[config.mk]
export PLATFORM = sky130hd
export DESIGN_NAME = eq_gain_ramper_flat
export DESIGN_NICKNAME = d
export VERILOG_FILES = /design/src/rtl/eq_gain_ramper_if.sv /design/src/rtl/eq_gain_ramper.sv /design/src/flat_wrapper.sv
export SDC_FILE = /design/constraint.sdc
export NUM_CORES = 1
export LEC_CHECK = 0
export BUFFER_PORTS_ARGS = -buffer_cell sky130_fd_sc_hd__buf_2
export CORE_ASPECT_RATIO = 1.75
export CORE_MARGIN = 5
export CORE_UTILIZATION = 58
export DETAILED_ROUTE_END_ITERATION = 6
export GPL_ROUTABILITY_DRIVEN = 1
export GPL_TIMING_DRIVEN = 0
export PLACE_DENSITY = 0.81
export SLEW_MARGIN = 20
export SYNTH_ARGS = -nofsm -noshare
export SYNTH_HDL_FRONTEND = slang
export SYNTH_SLANG_ARGS = --single-unit
[constraint.sdc]
create_clock -name clk -period 7.7 [get_ports clk]
set_input_delay 0 -clock clk [delete_from_list [all_inputs] [get_ports clk]]
set_output_delay 0 -clock clk [all_outputs]
set_load 0.1 [all_outputs]
[src/rtl/eq_gain_ramper_if.sv]
// Port bundle for eq_gain_ramper: CPU target writes, frame strobe, and the gain RAM write port.
interface eq_gain_ramper_if;
  logic        run;
  logic        cpu_wr;
  logic [3:0]  cpu_sel;
  logic [15:0] cpu_gain;
  logic        frame_stb;
  logic        eq_wr;
  logic [3:0]  eq_wr_sel;
  logic [7:0]  eq_gain_lsb;
  logic [7:0]  eq_gain_msb;
  logic        busy;
  logic        settled;

  modport master (
    output run, cpu_wr, cpu_sel, cpu_gain, frame_stb,
    input  eq_wr, eq_wr_sel, eq_gain_lsb, eq_gain_msb, busy, settled
  );

  modport slave (
    input  run, cpu_wr, cpu_sel, cpu_gain, frame_stb,
    output eq_wr, eq_wr_sel, eq_gain_lsb, eq_gain_msb, busy, settled
  );
endinterface

[src/rtl/eq_gain_ramper.sv]
// Ramps each live eq gain toward its CPU target by at most STEP per frame, one filter per cycle.
// Optional EQ_RAMP_SNAP_EN: with run low, CPU writes go straight to live gain and the RAM.
module eq_gain_ramper #(
  parameter int unsigned num_of_filters = 4,
  parameter logic [15:0] STEP           = 16'd64
) (
  input logic             clk,
  input logic             reset,
  eq_gain_ramper_if.slave bus
);

  localparam int unsigned IdxW = (num_of_filters > 1) ? $clog2(num_of_filters) : 1;
  localparam logic [3:0] LastIdx = 4'(num_of_filters - 1);
  localparam logic signed [16:0] StepPos = {1'b0, STEP};
  localparam logic signed [16:0] StepNeg = -StepPos;

  typedef enum logic [0:0] {StIdle, StScan} state_e;

  state_e             state_q, state_d;
  logic [3:0]         idx_q, idx_d;
  logic signed [15:0] target_q [num_of_filters];
  logic signed [15:0] target_d [num_of_filters];
  logic signed [15:0] live_q   [num_of_filters];
  logic signed [15:0] live_d   [num_of_filters];
  logic               eq_wr_q, eq_wr_d;
  logic [3:0]         eq_wr_sel_q, eq_wr_sel_d;
  logic [15:0]        eq_gain_q, eq_gain_d;

  logic [IdxW-1:0]    scan_idx, cpu_idx;
  logic               cpu_hit;
  logic signed [15:0] cur_t, cur_l, new_gain;
  logic signed [16:0] diff;

  assign scan_idx = idx_q[IdxW-1:0];
  assign cpu_idx  = bus.cpu_sel[IdxW-1:0];
  assign cpu_hit  = bus.cpu_wr && (32'(bus.cpu_sel) < num_of_filters);
  assign cur_t    = target_q[scan_idx];
  assign cur_l    = live_q[scan_idx];
  // Sign-extend to 17 bits so the difference of two in-range gains cannot wrap.
  assign diff     = {cur_t[15], cur_t} - {cur_l[15], cur_l};

  always_comb begin
    if (diff > StepPos) begin
      new_gain = cur_l + $signed(STEP);
    end else if (diff < StepNeg) begin
      new_gain = cur_l - $signed(STEP);
    end else begin
      new_gain = cur_t;
    end
  end

  always_comb begin
    state_d     = state_q;
    idx_d       = idx_q;
    target_d    = target_q;
    live_d      = live_q;
    eq_wr_d     = 1'b0;
    eq_wr_sel_d = eq_wr_sel_q;
    eq_gain_d   = eq_gain_q;

    if (cpu_hit) begin
      target_d[cpu_idx] = bus.cpu_gain;
`ifdef EQ_RAMP_SNAP_EN
      if (!bus.run) begin
        live_d[cpu_idx] = bus.cpu_gain;
        eq_wr_d         = 1'b1;
        eq_wr_sel_d     = bus.cpu_sel;
        eq_gain_d       = bus.cpu_gain;
      end
`endif
    end

    unique case (state_q)
      StIdle: begin
        if (bus.frame_stb && bus.run) begin
          state_d = StScan;
          idx_d   = '0;
        end
      end
      StScan: begin
        if (!bus.run) begin
          state_d = StIdle;
          idx_d   = '0;
        end else begin
          if (new_gain != cur_l) begin
            live_d[scan_idx] = new_gain;
            eq_wr_d          = 1'b1;
            eq_wr_sel_d      = idx_q;
            eq_gain_d        = new_gain;
          end
          if (idx_q == LastIdx) begin
            state_d = StIdle;
            idx_d   = '0;
          end else begin
            idx_d = idx_q + 4'd1;
          end
        end
      end
      default: begin
        state_d = StIdle;
        idx_d   = '0;
      end
    endcase
  end

  always_ff @(posedge clk or posedge reset) begin
    if (reset) begin
      state_q     <= StIdle;
      idx_q       <= '0;
      eq_wr_q     <= 1'b0;
      eq_wr_sel_q <= '0;
      eq_gain_q   <= '0;
      for (int i = 0; i < int'(num_of_filters); i++) begin
        target_q[i] <= '0;
        live_q[i]   <= '0;
      end
    end else begin
      state_q     <= state_d;
      idx_q       <= idx_d;
      eq_wr_q     <= eq_wr_d;
      eq_wr_sel_q <= eq_wr_sel_d;
      eq_gain_q   <= eq_gain_d;
      target_q    <= target_d;
      live_q      <= live_d;
    end
  end

  always_comb begin
    bus.settled = 1'b1;
    for (int i = 0; i < int'(num_of_filters); i++) begin
      if (live_q[i] != target_q[i]) begin
        bus.settled = 1'b0;
      end
    end
  end

  assign bus.eq_wr       = eq_wr_q;
  assign bus.eq_wr_sel   = eq_wr_sel_q;
  assign bus.eq_gain_lsb = eq_gain_q[7:0];
  assign bus.eq_gain_msb = eq_gain_q[15:8];
  assign bus.busy        = (state_q == StScan);

endmodule

[src/flat_wrapper.sv]
// flat-port wrapper written by rule: the top's interface ports become plain ports
module eq_gain_ramper_flat 
#(
  parameter int unsigned num_of_filters = 4,
  parameter logic [15:0] STEP           = 16'd64
)
  (clk, reset, bus_run, bus_cpu_wr, bus_cpu_sel, bus_cpu_gain, bus_frame_stb, bus_eq_wr, bus_eq_wr_sel, bus_eq_gain_lsb, bus_eq_gain_msb, bus_busy, bus_settled);
  eq_gain_ramper_if bus_i ();
  input logic clk;
  input logic reset;
  input wire logic [$bits(bus_i.run)-1:0] bus_run;
  input wire logic [$bits(bus_i.cpu_wr)-1:0] bus_cpu_wr;
  input wire logic [$bits(bus_i.cpu_sel)-1:0] bus_cpu_sel;
  input wire logic [$bits(bus_i.cpu_gain)-1:0] bus_cpu_gain;
  input wire logic [$bits(bus_i.frame_stb)-1:0] bus_frame_stb;
  output wire logic [$bits(bus_i.eq_wr)-1:0] bus_eq_wr;
  output wire logic [$bits(bus_i.eq_wr_sel)-1:0] bus_eq_wr_sel;
  output wire logic [$bits(bus_i.eq_gain_lsb)-1:0] bus_eq_gain_lsb;
  output wire logic [$bits(bus_i.eq_gain_msb)-1:0] bus_eq_gain_msb;
  output wire logic [$bits(bus_i.busy)-1:0] bus_busy;
  output wire logic [$bits(bus_i.settled)-1:0] bus_settled;
  assign bus_i.run = bus_run;
  assign bus_i.cpu_wr = bus_cpu_wr;
  assign bus_i.cpu_sel = bus_cpu_sel;
  assign bus_i.cpu_gain = bus_cpu_gain;
  assign bus_i.frame_stb = bus_frame_stb;
  assign bus_eq_wr = bus_i.eq_wr;
  assign bus_eq_wr_sel = bus_i.eq_wr_sel;
  assign bus_eq_gain_lsb = bus_i.eq_gain_lsb;
  assign bus_eq_gain_msb = bus_i.eq_gain_msb;
  assign bus_busy = bus_i.busy;
  assign bus_settled = bus_i.settled;
  eq_gain_ramper #(.num_of_filters(num_of_filters), .STEP(STEP)) u_core (.clk(clk), .reset(reset), .bus(bus_i));
endmodule
After elaboration in Yosys (flattened, before gate mapping)
Cells that the tools add are included.
{"block": "word_totals", "reg_bits": 154, "latchBits": 0, "ram_bits": 0, "romBits": 0, "inputBits": 25, "output_inout_bits": 23, "word_cells": 68, "n_memories": 0}
{"block": "classes", "addsub": 4, "n_mul": 0, "n_div": 0, "order_cmp": 7, "eq_ne": 7, "shift": 0, "muxes": 29, "n_bitwise": 3, "n_reduce_logical": 5}
{"cell": "64-bit bitwise mux", "n": 2}
{"cell": "16-bit 2-to-1 mux", "n": 8}
{"cell": "16-bit != test", "n": 5}
{"cell": "16-bit binary-select mux with 2-bit select", "n": 2}
{"cell": "16-bit demux with 2-bit select", "n": 2}
{"cell": "17-bit by 8-bit > comparator with 1-bit output, second input constant", "n": 1}
{"cell": "17-bit by 7-bit less-than comparator with 1-bit output, second input constant", "n": 1}
{"cell": "16-bit by 16-bit subtractor with 17-bit output", "n": 1}
{"cell": "16-bit by 8-bit adder with 16-bit output, second input constant", "n": 1}
{"cell": "16-bit by 8-bit subtractor with 16-bit output, second input constant", "n": 1}
{"cell": "4-bit 2-to-1 mux", "n": 3}
{"cell": "1-bit 2-to-1 mux", "n": 10}
{"cell": "4-bit case mux with 2 select lines", "n": 1}
{"cell": "3-bit greater-or-equal comparator, second input constant", "n": 2}
{"cell": "3-bit by 1-bit less-than comparator with 1-bit output, second input constant", "n": 2}
{"cell": "2-bit NOT with 3-bit output", "n": 2}
{"cell": "4-bit by 1-bit adder with 4-bit output, second input constant", "n": 1}
{"cell": "4-bit by 2-bit equality test with 1-bit output, second input constant", "n": 1}
{"cell": "1-bit logical AND", "n": 4}
{"cell": "4-bit by 3-bit less-than comparator with 1-bit output, second input constant", "n": 1}
{"cell": "3-bit AND reduction", "n": 1}
{"cell": "2-bit by 1-bit != test with 1-bit output, second input constant", "n": 1}
{"cell": "1-bit case mux with 2 select lines", "n": 1}
{"cell": "1-bit NOT", "n": 1}

Logic depth before layout (Yosys ltp)
Gate-level depths: netlist of run 1.
{"block": "logic_depth", "depth_word": 12, "depth_mapped": 21, "mapped_depth_nobuf": 17}

Worst setup path after synthesis of run 1
No wires, ideal clock.
{"block": "synth_path", "path_type": "register to register", "start": "register u_core.idx_q[1]", "end": "register u_core.live_q[48] (netlist bit)", "setup_ns": 0.128, "arrival_ns": 5.573, "required_time_ns": 7.572, "setup_slack_ns": 1.999, "path_stages_with_launch": 20, "n_path_buf": 4, "period_less_slack_ns": 5.701, "cell_sequence": "dfrtp_1 > buf_1 > buf_2 > mux4_2 > ha_1 > fa_1 > nand2b_1 > a21oi_1 > o21ai_0 > o221ai_1 > a32o_1 > clkbuf_1 > mux2_2 > a211oi_1 > o211ai_2 > a2111oi_4 > nand4_4 > o311ai_4 > buf_6 > mux2_1"}
{"block": "synth_between", "elab_chain_len": 10, "elab_cells_between_ends": 22, "cone_classes": "add/sub (3); order compare (4); eq/ne (1); mux (11); bitwise (1); reduce/logical (2)"}
{"item": "start, declared", "line": "eq_gain_ramper.sv:20", "text": "logic [3:0] idx_q, idx_d;"}
{"item": "start signal, assigned", "line": "eq_gain_ramper.sv:119", "text": "idx_q <= idx_d;"}
{"item": "2-bit NOT with 3-bit output (not written as such) *", "line": "eq_gain_ramper.sv:37, eq_gain_ramper.sv:38, eq_gain_ramper.sv:86"}
{"item": "16-bit binary-select mux with 2-bit select, on equally long branches", "line": "eq_gain_ramper.sv:37, eq_gain_ramper.sv:38"}
{"item": "16-bit 2-to-1 mux, on equally long branches (2 in a row)", "line": "eq_gain_ramper.sv:37, eq_gain_ramper.sv:38"}
{"item": "16-bit by 16-bit subtractor with 17-bit output", "line": "eq_gain_ramper.sv:40", "text": "assign diff = {cur_t[15], cur_t} - {cur_l[15], cur_l};"}
{"item": "17-bit by 7-bit less-than comparator with 1-bit output", "line": "eq_gain_ramper.sv:45", "text": "end else if (diff < StepNeg) begin"}
{"item": "16-bit 2-to-1 mux", "line": "eq_gain_ramper.sv:45"}
{"item": "16-bit 2-to-1 mux", "line": "eq_gain_ramper.sv:43", "text": "if (diff > StepPos) begin"}
{"item": "16-bit != test", "line": "eq_gain_ramper.sv:85", "text": "if (new_gain != cur_l) begin"}
{"item": "3-bit AND reduction (no line)"}
{"item": "end signal, assigned", "line": "eq_gain_ramper.sv:124", "text": "live_q <= live_d;"}
{"item": "end, declared", "line": "eq_gain_ramper.sv:23", "text": "logic signed [15:0] live_q [num_of_filters];"}
Every way passes the cells marked *; elsewhere a longest branch is shown, timed or not. The select of a mux whose other input is x is not followed.
A chain may end at the register's enable or synchronous reset.

Worst setup path after layout of run 1
Ends and elaborated chain as after synthesis.

==> results of run 1 <==
synthesized netlist by cell type (3+ instances only):
master                       n  area, um2
sky130_fd_sc_hd__dfrtp_1   154       3854
sky130_fd_sc_hd__mux2_2     87      979.7
sky130_fd_sc_hd__xor2_1     72      630.6
sky130_fd_sc_hd__mux2_1     51      574.3
sky130_fd_sc_hd__nand2_1    50      187.7
sky130_fd_sc_hd__inv_1      31      116.4
sky130_fd_sc_hd__mux4_2     30      675.7
sky130_fd_sc_hd__nor2_1     29      108.9
sky130_fd_sc_hd__xnor2_1    27      236.5
sky130_fd_sc_hd__o21ai_0    25      125.1
sky130_fd_sc_hd__ha_1       22      275.3
sky130_fd_sc_hd__a21oi_1    21      105.1
sky130_fd_sc_hd__nor4_1     20      125.1
sky130_fd_sc_hd__nand3_1    19      95.09
sky130_fd_sc_hd__nand4_1    15      93.84
sky130_fd_sc_hd__buf_2      13      65.06
sky130_fd_sc_hd__clkbuf_1   12      45.04
sky130_fd_sc_hd__nor3_1     11      55.05
sky130_fd_sc_hd__mux2_4      9      135.1
sky130_fd_sc_hd__o211ai_1    6      45.04
sky130_fd_sc_hd__o221ai_1    6      52.55
sky130_fd_sc_hd__a31oi_1     5      31.28
sky130_fd_sc_hd__mux2i_1     5      50.05
sky130_fd_sc_hd__o21ai_1     5      25.02
sky130_fd_sc_hd__o22ai_1     5      31.28
sky130_fd_sc_hd__a211oi_1    4      30.03
sky130_fd_sc_hd__buf_6       4      45.04
sky130_fd_sc_hd__o311ai_4    4      105.1
sky130_fd_sc_hd__a21o_1      3      22.52
sky130_fd_sc_hd__a21oi_2     3      26.28
sky130_fd_sc_hd__a22oi_1     3      22.52
sky130_fd_sc_hd__and4_1      3      26.28
sky130_fd_sc_hd__buf_1       3      11.26
sky130_fd_sc_hd__o21a_1      3      22.52
sky130_fd_sc_hd__or2_2       3      18.77
sky130_fd_sc_hd__or3_1       3      18.77
sky130_fd_sc_hd__or4_1       3      22.52
sequential cells by signal, summed over array words and instances (netlist names):
name                  count
u_core.idx_q              4
u_core.bus.busy           1
u_core.eq_gain_q         16
u_core.bus.eq_wr_sel      4
u_core.target_q          64
u_core.live_q            64
u_core.bus.eq_wr          1
logic make-up (layout without fill, tap and decap cells):
| group | Yosys count | after routing | share of synthesized area |
|---|---|---|---|
| adders and majority gates | 23 | 23 | 0.03074 |
| muxes | 182 | 182 | 0.2514 |
| AOI/OAI and AO/OA | 119 | 119 | 0.09613 |
| DFF | 154 | 154 | 0.4012 |
| buffers and inverters | 65 | 165 | 0.03061 |
| and+or+nand+nor | 174 | 174 | 0.09678 |
| xor gates and xnor gates | 100 | 100 | 0.09314 |
final timing paths:
check                      slack, ns  depth (start not counted)            startpoint                       to
setup / recovery                0.46                         20       u_core.idx_q[1]        u_core.live_q[48]
hold / removal                  0.07                          3        bus_cpu_sel[0]      u_core.target_q[63]
setup reg to reg                0.46                         20       u_core.idx_q[1]        u_core.live_q[48]
hold reg to reg                 0.50                          1  u_core.eq_gain_q[11]     u_core.eq_gain_q[11]
max in group asynchronous       6.70                          4                 reset         u_core.live_q[0]
min in group asynchronous       0.14                          3                 reset  u_core.bus.eq_wr_sel[1]
through the flow:
step	worst slack (ns)	std cells	util	total power (W)
6_report	0.4595	1141	0.6713	0.004696
3_5_place_dp	0.1364	1089	0.6208	0.003696
4_1_cts	0.1246	1141	0.6712	0.004632
2_1_floorplan	1.999	817	-	0.003093
3_3_place_gp	0.1900	1088	0.6183	0.003640
5_1_grt	0.1812	1141	0.6713	0.004941
worst max-delay path, stage by stage (launching register included):
cell and delay, ns:
sky130_fd_sc_hd__dfrtp_1 0.53, sky130_fd_sc_hd__clkbuf_2 0.43, sky130_fd_sc_hd__buf_2 0.36, sky130_fd_sc_hd__clkbuf_2 0.39
sky130_fd_sc_hd__mux4_2 0.32, sky130_fd_sc_hd__inv_1 0.07, sky130_fd_sc_hd__ha_1 0.37, sky130_fd_sc_hd__o21ai_0 0.10
sky130_fd_sc_hd__a21oi_1 0.33, sky130_fd_sc_hd__o21ai_0 0.27, sky130_fd_sc_hd__o221ai_1 0.41, sky130_fd_sc_hd__a32o_1 0.23
sky130_fd_sc_hd__clkbuf_1 0.40, sky130_fd_sc_hd__mux2_2 0.39, sky130_fd_sc_hd__a211oi_1 0.30, sky130_fd_sc_hd__o211ai_2 0.18
sky130_fd_sc_hd__a2111oi_4 0.39, sky130_fd_sc_hd__nand4_4 0.28, sky130_fd_sc_hd__o311ai_4 0.70, sky130_fd_sc_hd__buf_6 0.29
sky130_fd_sc_hd__mux2_1 0.34
final cells by class:
cell class,instances,share of cell area
inverters,32,0.01161
flip-flops and latches,154,0.3507
repair buffers,68,0.04213
well taps,224,0.02551
clock inverters,15,0.01811
clock buffers,17,0.03872
multi-input cells,598,0.4972
plain buffers,33,0.01606
layout by cell type, fill, tap and decap left out, types with 5 or more instances in the layout:
master                          count
sky130_fd_sc_hd__dfrtp_1          154
sky130_fd_sc_hd__mux2_2            87
sky130_fd_sc_hd__xor2_1            72
sky130_fd_sc_hd__buf_2             60
sky130_fd_sc_hd__mux2_1            51
sky130_fd_sc_hd__nand2_1           50
sky130_fd_sc_hd__inv_1             30
sky130_fd_sc_hd__mux4_2            30
sky130_fd_sc_hd__nor2_1            29
sky130_fd_sc_hd__xnor2_1           27
sky130_fd_sc_hd__o21ai_0           25
sky130_fd_sc_hd__ha_1              22
sky130_fd_sc_hd__a21oi_1           21
sky130_fd_sc_hd__nor4_1            20
sky130_fd_sc_hd__dlygate4sd3_1     20
sky130_fd_sc_hd__nand3_1           19
sky130_fd_sc_hd__clkbuf_16         17
sky130_fd_sc_hd__nand4_1           15
sky130_fd_sc_hd__clkbuf_1          12
sky130_fd_sc_hd__nor3_1            10
sky130_fd_sc_hd__mux2_4             9
sky130_fd_sc_hd__inv_6              7
sky130_fd_sc_hd__o211ai_1           6
sky130_fd_sc_hd__o221ai_1           6
sky130_fd_sc_hd__o21ai_1            5
sky130_fd_sc_hd__a31oi_1            5
sky130_fd_sc_hd__mux2i_1            5
sky130_fd_sc_hd__o22ai_1            5
layer usage:
layer  global-route usage  part of all wire  up-vias
met5                    0                 0        -
met4               0.2084             0.079        0
met3              0.04410             0.054      133
met2               0.4946              0.51      372
met1               0.3370              0.36     3685
li1                     -                 -     3214
report_power, final:
group / total [W] / switching, W / internal (W)
combinational: 0.00259 / 0.00169 / 0.000895
clock: 0.000906 / 0.000381 / 0.000524
sequential: 0.00121 / 0.000196 / 0.00101
total: 0.00470 / 0.00227 / 0.00243
repair_timing:
| action | CTS | global route |
|---|---|---|
| hold buffers | 20 | 0 |
| setup endpoints to repair | 0 | 69 |
| endpoints found under the hold margin | 124 | 0 |
| gates resized for setup | 0 | 2 |
==> results.txt, run 1 <==
----------------------------------------------------
[Status]
  Result of the run ... finished, final reports clean

[Synthesis]
  Count of warnings emitted by yosys ... 0
  Count of flip-flops with a built-in enable after synthesis ... 0
  Post-Syn Area ... a little under 0.01 mm2
  Post-Syn Instances ... between 800 and 900
  Mean instance size in the synthesized netlist ... 11.76 um2
  Dominant synthesized flop cell ... sky130_fd_sc_hd__dfrtp_1
  Net count of the mapped netlist ... ~870
  Fraction of synthesis flops using an asynchronous set or reset pin ... 1.000
  Count of different cell masters after synthesis ... 81
  Number of register bits inferred by synthesis ... between 150 and 200
  Seq/Total Area, Yosys ... 0.4012

[Cells and area]
  Area used by multi-input combinational logic ... 0.005463 mm2
  Synthesis-to-layout area growth ... 14.39%
  Final net count ... between 900 and 1000
  Finished layout cell area ... about 0.011 mm2
  Antenna cell count ... 0
  Number of filler instances in the final layout ... about 1200
  Reg area ... just under 0.004 mm2
  Fraction of final layout cells sized beyond drive strength 1 ... 0.2770

[Placement]
  Placed inst area ... ~0.010 mm2
  Final Wtd Congestion ... roughly 1
  Count of buffers inserted at the top-level ports ... 47
  DPL Wire Length ... just under 20000 um

[GRT]
  Maximum number of pins on one net before global-route repair ... 99
  Sum of overflow across all layers after global routing ... 0
  Number of global-route vias before repair ... 7720
  Number of antenna violations at the first check in global routing ... 0
  Global-route wire length before repair ... between 40000 and 50000 um
  Total routing usage reported by global routing ... 0.2944

[Routing]
  Per-cell via count in the routed design ... about 6.5
  Antenna-violating nets left ... 0
  Via total after detailed routing ... around 7400
  DRC viols ... 0
  Wirelength per Cell ... around 24 um
  Final WL ... ~27000 um
  Drt initial violations ... about 550
  Number of iterations in the first detailed-routing pass ... 6

[Timing]
  Max Freq ... 138.1 MHz
  Hold slack ... 0.07114 ns
  Slew at the pin closest to its max-slew limit ... 1.059 ns
  Portion of the clock cycle consumed by the worst path in the final layout ... 0.9403
  Unrepaired setup endpoints after global routing ... false
  Max-slew headroom ... 0.2889
  Finish-stage setup viols ... 0
  Final hold viol count ... 0
  Final setup skew ... 0.009416 ns
  Total negative slack for setup checks ... 0 ns
  Slew Limit Fails ... 0
  Fin crit period ... 7.240 ns

[Floorplanning]
  Core Area ... 0.01637 mm2
  Horizontal die dimension ... between 100 and 150 um
  IO Pins ... 48
  Overall die area ... a little under 0.02 mm2
  Std-Cell Rows ... just over 60
  Initial standard-cell utilization of the core ... 0.5868
  Floorplan die height ... around 180 um

[Setup path]
  Highest net fanout along the worst path ... 10
  Required time at the worst-slack endpoint ... about 8.0 ns
  WS Path Type ... reg2reg
  CP Data Arrival Time ... 7.55 ns
  Kind of start point of the critical path ... flip-flop
  Kind of capture point of the worst setup path ... flip-flop

[CTS]
  H-tree lvl count ... 4
  Max clock buf depth ... 2
  CTS buffer count ... 17
  Setup bufs post-CTS ... 0
  Clk Latency, worst-skew pair ... 0.43 ns
  Master cell of the clock root buffer ... sky130_fd_sc_hd__clkbuf_16
  Register clock-pin slew on the reported worst setup and hold paths ... 0.07 ns
  Clock Sink Count ... roughly 150
  TritonCTS clock tree ... done

[Power]
  Standby leakage power ... around 5 nW
  VDD IR max ... around 260 uV
  Ratio of total power to cell area ... ~430 mW/mm2

[Flow run]
  # Max-Cap Violations ... 0

[Hold path]
  Hold crit path type ... in2reg

----------------------------------------------------
(Power assumes the default switching activity.)
==> run 2, diff against run 1 <==
ABC_AREA = 1   (was unset)
CORE_ASPECT_RATIO = 0.7   (was 1.75)
==> results.txt, run 2 <==
----------------------------------------------------
[CTS]
  Hold buffer count at CTS ... 20
  Clock Sink Count ... 154
  Number of cells upsized or downsized after cts ... 0
  Setup bufs post-CTS ... 0
  TritonCTS clock tree ... done
  Max clock buf depth ... 2
  Master cell of the clock root buffer ... sky130_fd_sc_hd__clkbuf_16
  H-tree lvl count ... 4
  CTS buffer count ... 17
  Clk Latency, worst-skew pair ... around 0.43 ns
  Register clock-pin slew on the reported worst setup and hold paths ... about 0.07 ns

[Cells and area]
  Commonest cells after routing, fill and taps aside ... sky130_fd_sc_hd__nand2_1 (539), sky130_fd_sc_hd__inv_1 (156), sky130_fd_sc_hd__dfrtp_1 (154)
  Final cell count without fillers ... 1799
  Registers with the most flip-flops ... u_core.live_q x64, u_core.target_q x64, u_core.eq_gain_q x16
  Fraction of final layout cells sized beyond drive strength 1 ... 0.09184
  Most common cell after layout, fill and taps aside ... sky130_fd_sc_hd__nand2_1
  Synthesis-to-layout area growth ... 13.29%
  Final net count ... 1604
  Antenna cell count ... 0

[Placement]
  Final Wtd Congestion ... approximately 1
  DP Worst Slack ... roughly 1.3 ns
  DPL Wire Length ... about 29000 um
  Count of buffers inserted at the top-level ports ... 47
  Number of placed cells counting well taps ... 1748

[GRT]
  Total routing usage reported by global routing ... 0.3659
  Number of antenna violations at the first check in global routing ... 0
  Number of global-route vias before repair ... 9960
  Global-route wire length before repair ... ~57000 um
  Maximum number of pins on one net before global-route repair ... roughly 90
  Sum of overflow across all layers after global routing ... 0

[Synthesis]
  Dominant synthesized flop cell ... sky130_fd_sc_hd__dfrtp_1
  Commonest cells post-synth ... sky130_fd_sc_hd__nand2_1 (539), sky130_fd_sc_hd__inv_1 (157), sky130_fd_sc_hd__dfrtp_1 (154)
  Synth area leaders ... sky130_fd_sc_hd__dfrtp_1 (38%), sky130_fd_sc_hd__nand2_1 (20%), sky130_fd_sc_hd__inv_1 (5.8%)
  Count of flip-flops with a built-in enable after synthesis ... 0
  Count of different cell masters after synthesis ... 35
  Mean instance size in the synthesized netlist ... between 6 and 7 um2
  Post-Syn Area ... a little over 0.01 mm2
  Seq/Total Area, Yosys ... 0.3762
  Biggest area consumer among synthesized cells ... sky130_fd_sc_hd__dfrtp_1
  Number of register bits inferred by synthesis ... ~150
  Post-Syn Instances ... approximately 1500
  Top-area cell type share of the netlist area ... 0.3762
  Net count of the mapped netlist ... about 1500
  Count of warnings emitted by yosys ... 0
  Fraction of synthesis flops using an asynchronous set or reset pin ... 1.000
  Top-count cell post-synth ... sky130_fd_sc_hd__nand2_1

[Timing]
  Final setup skew ... roughly 0.011 ns
  Finish-stage setup viols ... 0
  Total negative slack for setup checks ... 0 ns
  Slew Limit Fails ... 0
  Min setup slack post-route ... between 0.9 and 1 ns
  Max-slew headroom ... 0.4815
  Slew at the pin closest to its max-slew limit ... between 0.7 and 0.8 ns
  Max Freq ... around 150 MHz
  Final hold viol count ... 0
  Fin crit period ... about 6.7 ns
  Portion of the clock cycle consumed by the worst path in the final layout ... 0.8707
  Unrepaired setup endpoints after global routing ... false

[Floorplanning]
  Initial standard-cell utilization of the core ... 0.5933
  Floorplan die height ... around 120 um
  Std-Cell Rows ... 40
  IO Pins ... between 40 and 50
  Horizontal die dimension ... 168.8 um
  Overall die area ... approximately 0.020 mm2
  Core Area ... approximately 0.017 mm2

[Setup path]
  Kind of capture point of the worst setup path ... flip-flop
  CP Data Arrival Time ... approximately 7.0 ns
  Slowest-stage cell, CP ... sky130_fd_sc_hd__buf_1
  Dominant delay contributor by cell family on the critical path ... simple AND/OR/NAND/NOR gates
  Highest net fanout along the worst path ... 11
  Worst reg-to-reg setup slack ... about 1 ns
  Largest incremental delay on the critical path ... approximately 0.54 ns
  WS Path Type ... reg2reg
  Required time at the worst-slack endpoint ... 8.00 ns
  Number of buffers and inverters on the critical path ... 8
  Critical Path Most Common Cell ... sky130_fd_sc_hd__nand2_1
  Kind of start point of the critical path ... flip-flop

[Status]
  Result of the run ... finished, final reports clean

[Routing]
  DRC viols ... 0
  Per-cell via count in the routed design ... approximately 6.0
  Drt initial violations ... a little under 2000
  Antenna-violating nets left ... 0
  Final WL ... 37070 um
  Number of iterations in the first detailed-routing pass ... 6
  Wirelength per Cell ... between 20 and 25 um
  Via total after detailed routing ... roughly 11000

[Flow run]
  # Max-Cap Violations ... 0

[Hold path]
  Hold crit path type ... in2reg

----------------------------------------------------
[run 2: changes by cell type after synthesis, sizes merged, moves of 30 or more]
cell   delta
mux2    -147
inv     +134
xor2     -55
nand3    +94
nand4    +77
mux4     -30
o21ai    +60
nand2   +497
[run 2: worst paths after layout]
path | end | depth (start not counted) | from
max in group asynchronous | u_core.live_q[14] | 4 | reset
worst min-delay path | u_core.target_q[14] | 4 | bus_cpu_sel[0]
worst min register to register | u_core.live_q[63] | 2 | u_core.live_q[63]
worst max-delay path | u_core.eq_gain_q[6] | 30 | u_core.idx_q[0]
worst max register to register | u_core.eq_gain_q[6] | 30 | u_core.idx_q[0]
min in group asynchronous | u_core.target_q[48] | 3 | reset
[run 2: final cells by class]
type | count | area (um2)
Clock buffer | 17 | 425.4
Timing Repair Buffer | 68 | 462.9
Multi-Input combinational cell | 1080 | 5388
Sequential cell | 154 | 3854
Buffer | 70 | 382.9
Inverter | 165 | 626.9
Tap cell | 231 | 289.0
Clock inverter | 14 | 176.4
Fill cell | 1549 | 5662
[run 2: metrics by stage]
step,area [um2],utilization,hold slack [ns]
2_1_floorplan,10240,-,0.1582
3_3_place_gp,10770,0.6236,0.2836
3_5_place_dp,10800,0.6257,0.06146
4_1_cts,11600,0.6721,0.008489
5_1_grt,11600,0.6721,0.04396
6_report,11600,0.6721,0.01266
[run 2: worst register-to-register path, delay by kind of cell (launching register included)]
kind	cells	cell delay (ns)
and+or+nand+nor	17	2.60
adders and majority gates	2	0.61
DFF	1	0.41
AOI/OAI and AO/OA	2	0.50
xor gates and xnor gates	1	0.47
buffers and inverters	8	2.00
[run 2: kinds of logic after synthesis]
group                    Yosys count  share of synthesized area
AO/OA/AOI/OAI                    160                    0.08929
XOR/XNOR                          63                    0.05460
adder cells (fa/ha/maj)           23                    0.02883
buffers and inverters            235                    0.09784
flip-flops                       154                     0.3762
AND/OR/NAND/NOR                  834                     0.3532
[run 2: layer usage]
metal,wire length [um],up-vias,track usage
met5,0,-,0
met4,920,0,0.08768
met3,5640,83,0.1364
met2,14180,676,0.4875
met1,16330,5067,0.5565
li1,-,4952,-
Power of run 2 is left out: the tool's default activity adds up to more than one toggle a clock period on the data nets, which glitch-free logic cannot reach.
==> run 3, diff against run 2 <==
REMOVE_ABC_BUFFERS = 1   (was unset)
==> results.txt, run 3 (synthesis results as in run 2) <==
----------------------------------------------------
[Timing]
  Max Freq ... 140.3 MHz
  Unrepaired setup endpoints after global routing ... false
  Final setup skew ... roughly 0.016 ns
  Fin crit period ... 7.128 ns
  Finish-stage setup viols ... 0
  Hold slack ... ~0.15 ns
  Final hold viol count ... 0
  Slew at the pin closest to its max-slew limit ... approximately 1.1 ns
  Slew Limit Fails ... 0
  Portion of the clock cycle consumed by the worst path in the final layout ... 0.9257
  Max-slew headroom ... 0.2806
  Total negative slack for setup checks ... 0 ns

[Setup path]
  Largest incremental delay on the critical path ... 0.80 ns
  Dominant delay contributor by cell family on the critical path ... simple AND/OR/NAND/NOR gates
  Kind of start point of the critical path ... flip-flop
  Slowest-stage cell, CP ... sky130_fd_sc_hd__dfrtp_1
  CP Data Arrival Time ... between 7 and 8 ns
  WS Path Type ... reg2reg
  Number of buffers and inverters on the critical path ... 5
  Critical Path Most Common Cell ... sky130_fd_sc_hd__nand2_1
  Required time at the worst-slack endpoint ... roughly 8 ns
  Highest net fanout along the worst path ... 69
  Kind of capture point of the worst setup path ... flip-flop

[Cells and area]
  Most common cell after layout, fill and taps aside ... sky130_fd_sc_hd__nand2_1
  Commonest cells after routing, fill and taps aside ... sky130_fd_sc_hd__nand2_1 (539), sky130_fd_sc_hd__inv_1 (155), sky130_fd_sc_hd__dfrtp_1 (153)
  Finished layout cell area ... between 0.01 and 0.015 mm2
  Final net count ... 1535
  Antenna cell count ... 0
  Synthesis-to-layout area growth ... 10.79%
  Registers with the most flip-flops ... u_core.live_q x64, u_core.target_q x64, u_core.eq_gain_q x16
  Fraction of final layout cells sized beyond drive strength 1 ... 0.07800
  Number of filler instances in the final layout ... 1468
  Final core utilization ... 0.6572

[Hold path]
  Hold crit path type ... in2async

[Status]
  Failing checks ... design-rule violations
  Result of the run ... finished with violations

[Routing]
  Number of iterations in the first detailed-routing pass ... 7
  Drt initial violations ... approximately 1600
  Final WL ... about 32000 um
  Per-cell via count in the routed design ... around 6
  Antenna-violating nets left ... 0
  DRC viols ... 5
  Via total after detailed routing ... 10390
  Wirelength per Cell ... between 15 and 20 um

[GRT]
  Global-route wire length before repair ... ~51000 um
  Total routing usage reported by global routing ... 0.3106
  Sum of overflow across all layers after global routing ... 0
  Number of antenna violations at the first check in global routing ... 0
  Maximum number of pins on one net before global-route repair ... 99
  Number of global-route vias before repair ... ~9400

[Placement]
  Placed inst area ... roughly 0.010 mm2
  Count of buffers inserted at the top-level ports ... 47
  DPL Wire Length ... 21490 um
  Final Wtd Congestion ... 0.9483

[CTS]
  CTS buffer count ... 17
  Clk Latency, worst-skew pair ... roughly 0.42 ns
  Master cell of the clock root buffer ... sky130_fd_sc_hd__clkbuf_16
  H-tree lvl count ... 4
  Clock Sink Count ... about 150
  TritonCTS clock tree ... done
  Max clock buf depth ... 2
  Register clock-pin slew on the reported worst setup and hold paths ... ~0.070 ns

[Floorplanning]
  Horizontal die dimension ... 168.8 um
  Core Area ... around 0.017 mm2
  Floorplan die height ... 121.2 um
  Initial standard-cell utilization of the core ... 0.5933
  IO Pins ... 48
  Std-Cell Rows ... 40
  Overall die area ... about 0.020 mm2

[Flow run]
  # Max-Cap Violations ... 0

----------------------------------------------------
## run 3: cell types whose count changed in the layout (fill, tap and decap cells not counted), sizes merged
cell         change
buf             -44
clkbuf          -19
inv              -9
bufinv           +3
clkinv           +2
dlygate4sd3      -1
## run 3: worst paths after layout
check	slack (ns)	cells after the start	to	start
setup / recovery	0.57	28	u_core.live_q[1]	u_core.idx_q[1]
hold / removal	0.15	3	u_core.live_q[29]	reset
setup reg to reg	0.57	28	u_core.live_q[1]	u_core.idx_q[1]
hold reg to reg	0.48	2	u_core.eq_gain_q[5]	u_core.eq_gain_q[5]
max in group asynchronous	6.69	4	u_core.idx_q[0]	reset
min in group clk	0.30	5	u_core.idx_q[1]	bus_run
## run 3: repair_timing
item | 4_1_cts | 5_1_grt
hold buffers | 19 | 0
endpoints found under the setup margin | 0 | 38
resized for setup | 0 | 3
setup buffers | 0 | 0
endpoints found under the hold margin | 125 | 0
## run 3: through the flow
stage | cells | setup WS [ns]
3_3_place_gp | 1677 | -1.288
3_5_place_dp | 1680 | 0.3466
5_1_grt | 1731 | 0.2493
2_1_floorplan | 1399 | 1.262
4_1_cts | 1731 | 0.2859
6_report | 1731 | 0.5718
## run 3: cell type report
cell class | count | area (um2) | share of cell area
multi-input combinational | 1080 | 5424 | 0.4779
sequential | 154 | 3857 | 0.3399
inverter | 165 | 630.6 | 0.05557
timing repair buffer | 69 | 493.0 | 0.04344
clock buffer | 22 | 464.2 | 0.04090
tap | 231 | 289.0 | 0.02547
clock inverter | 10 | 190.2 | 0.01676
## run 3: metal layers
layer,GRT usage,vias to the layer above,part of all wire
li1,-,4814,-
met1,0.4613,4811,0.42
met2,0.4378,674,0.41
met3,0.08043,86,0.14
met4,0.1075,0,0.034
met5,0,-,0
## run 3: tightest hold or removal path, delay by kind of cell
kind | cells | cell delay, ns
buffers and inverters | 3 | 0.98
Power of run 3 is left out for the same reason.
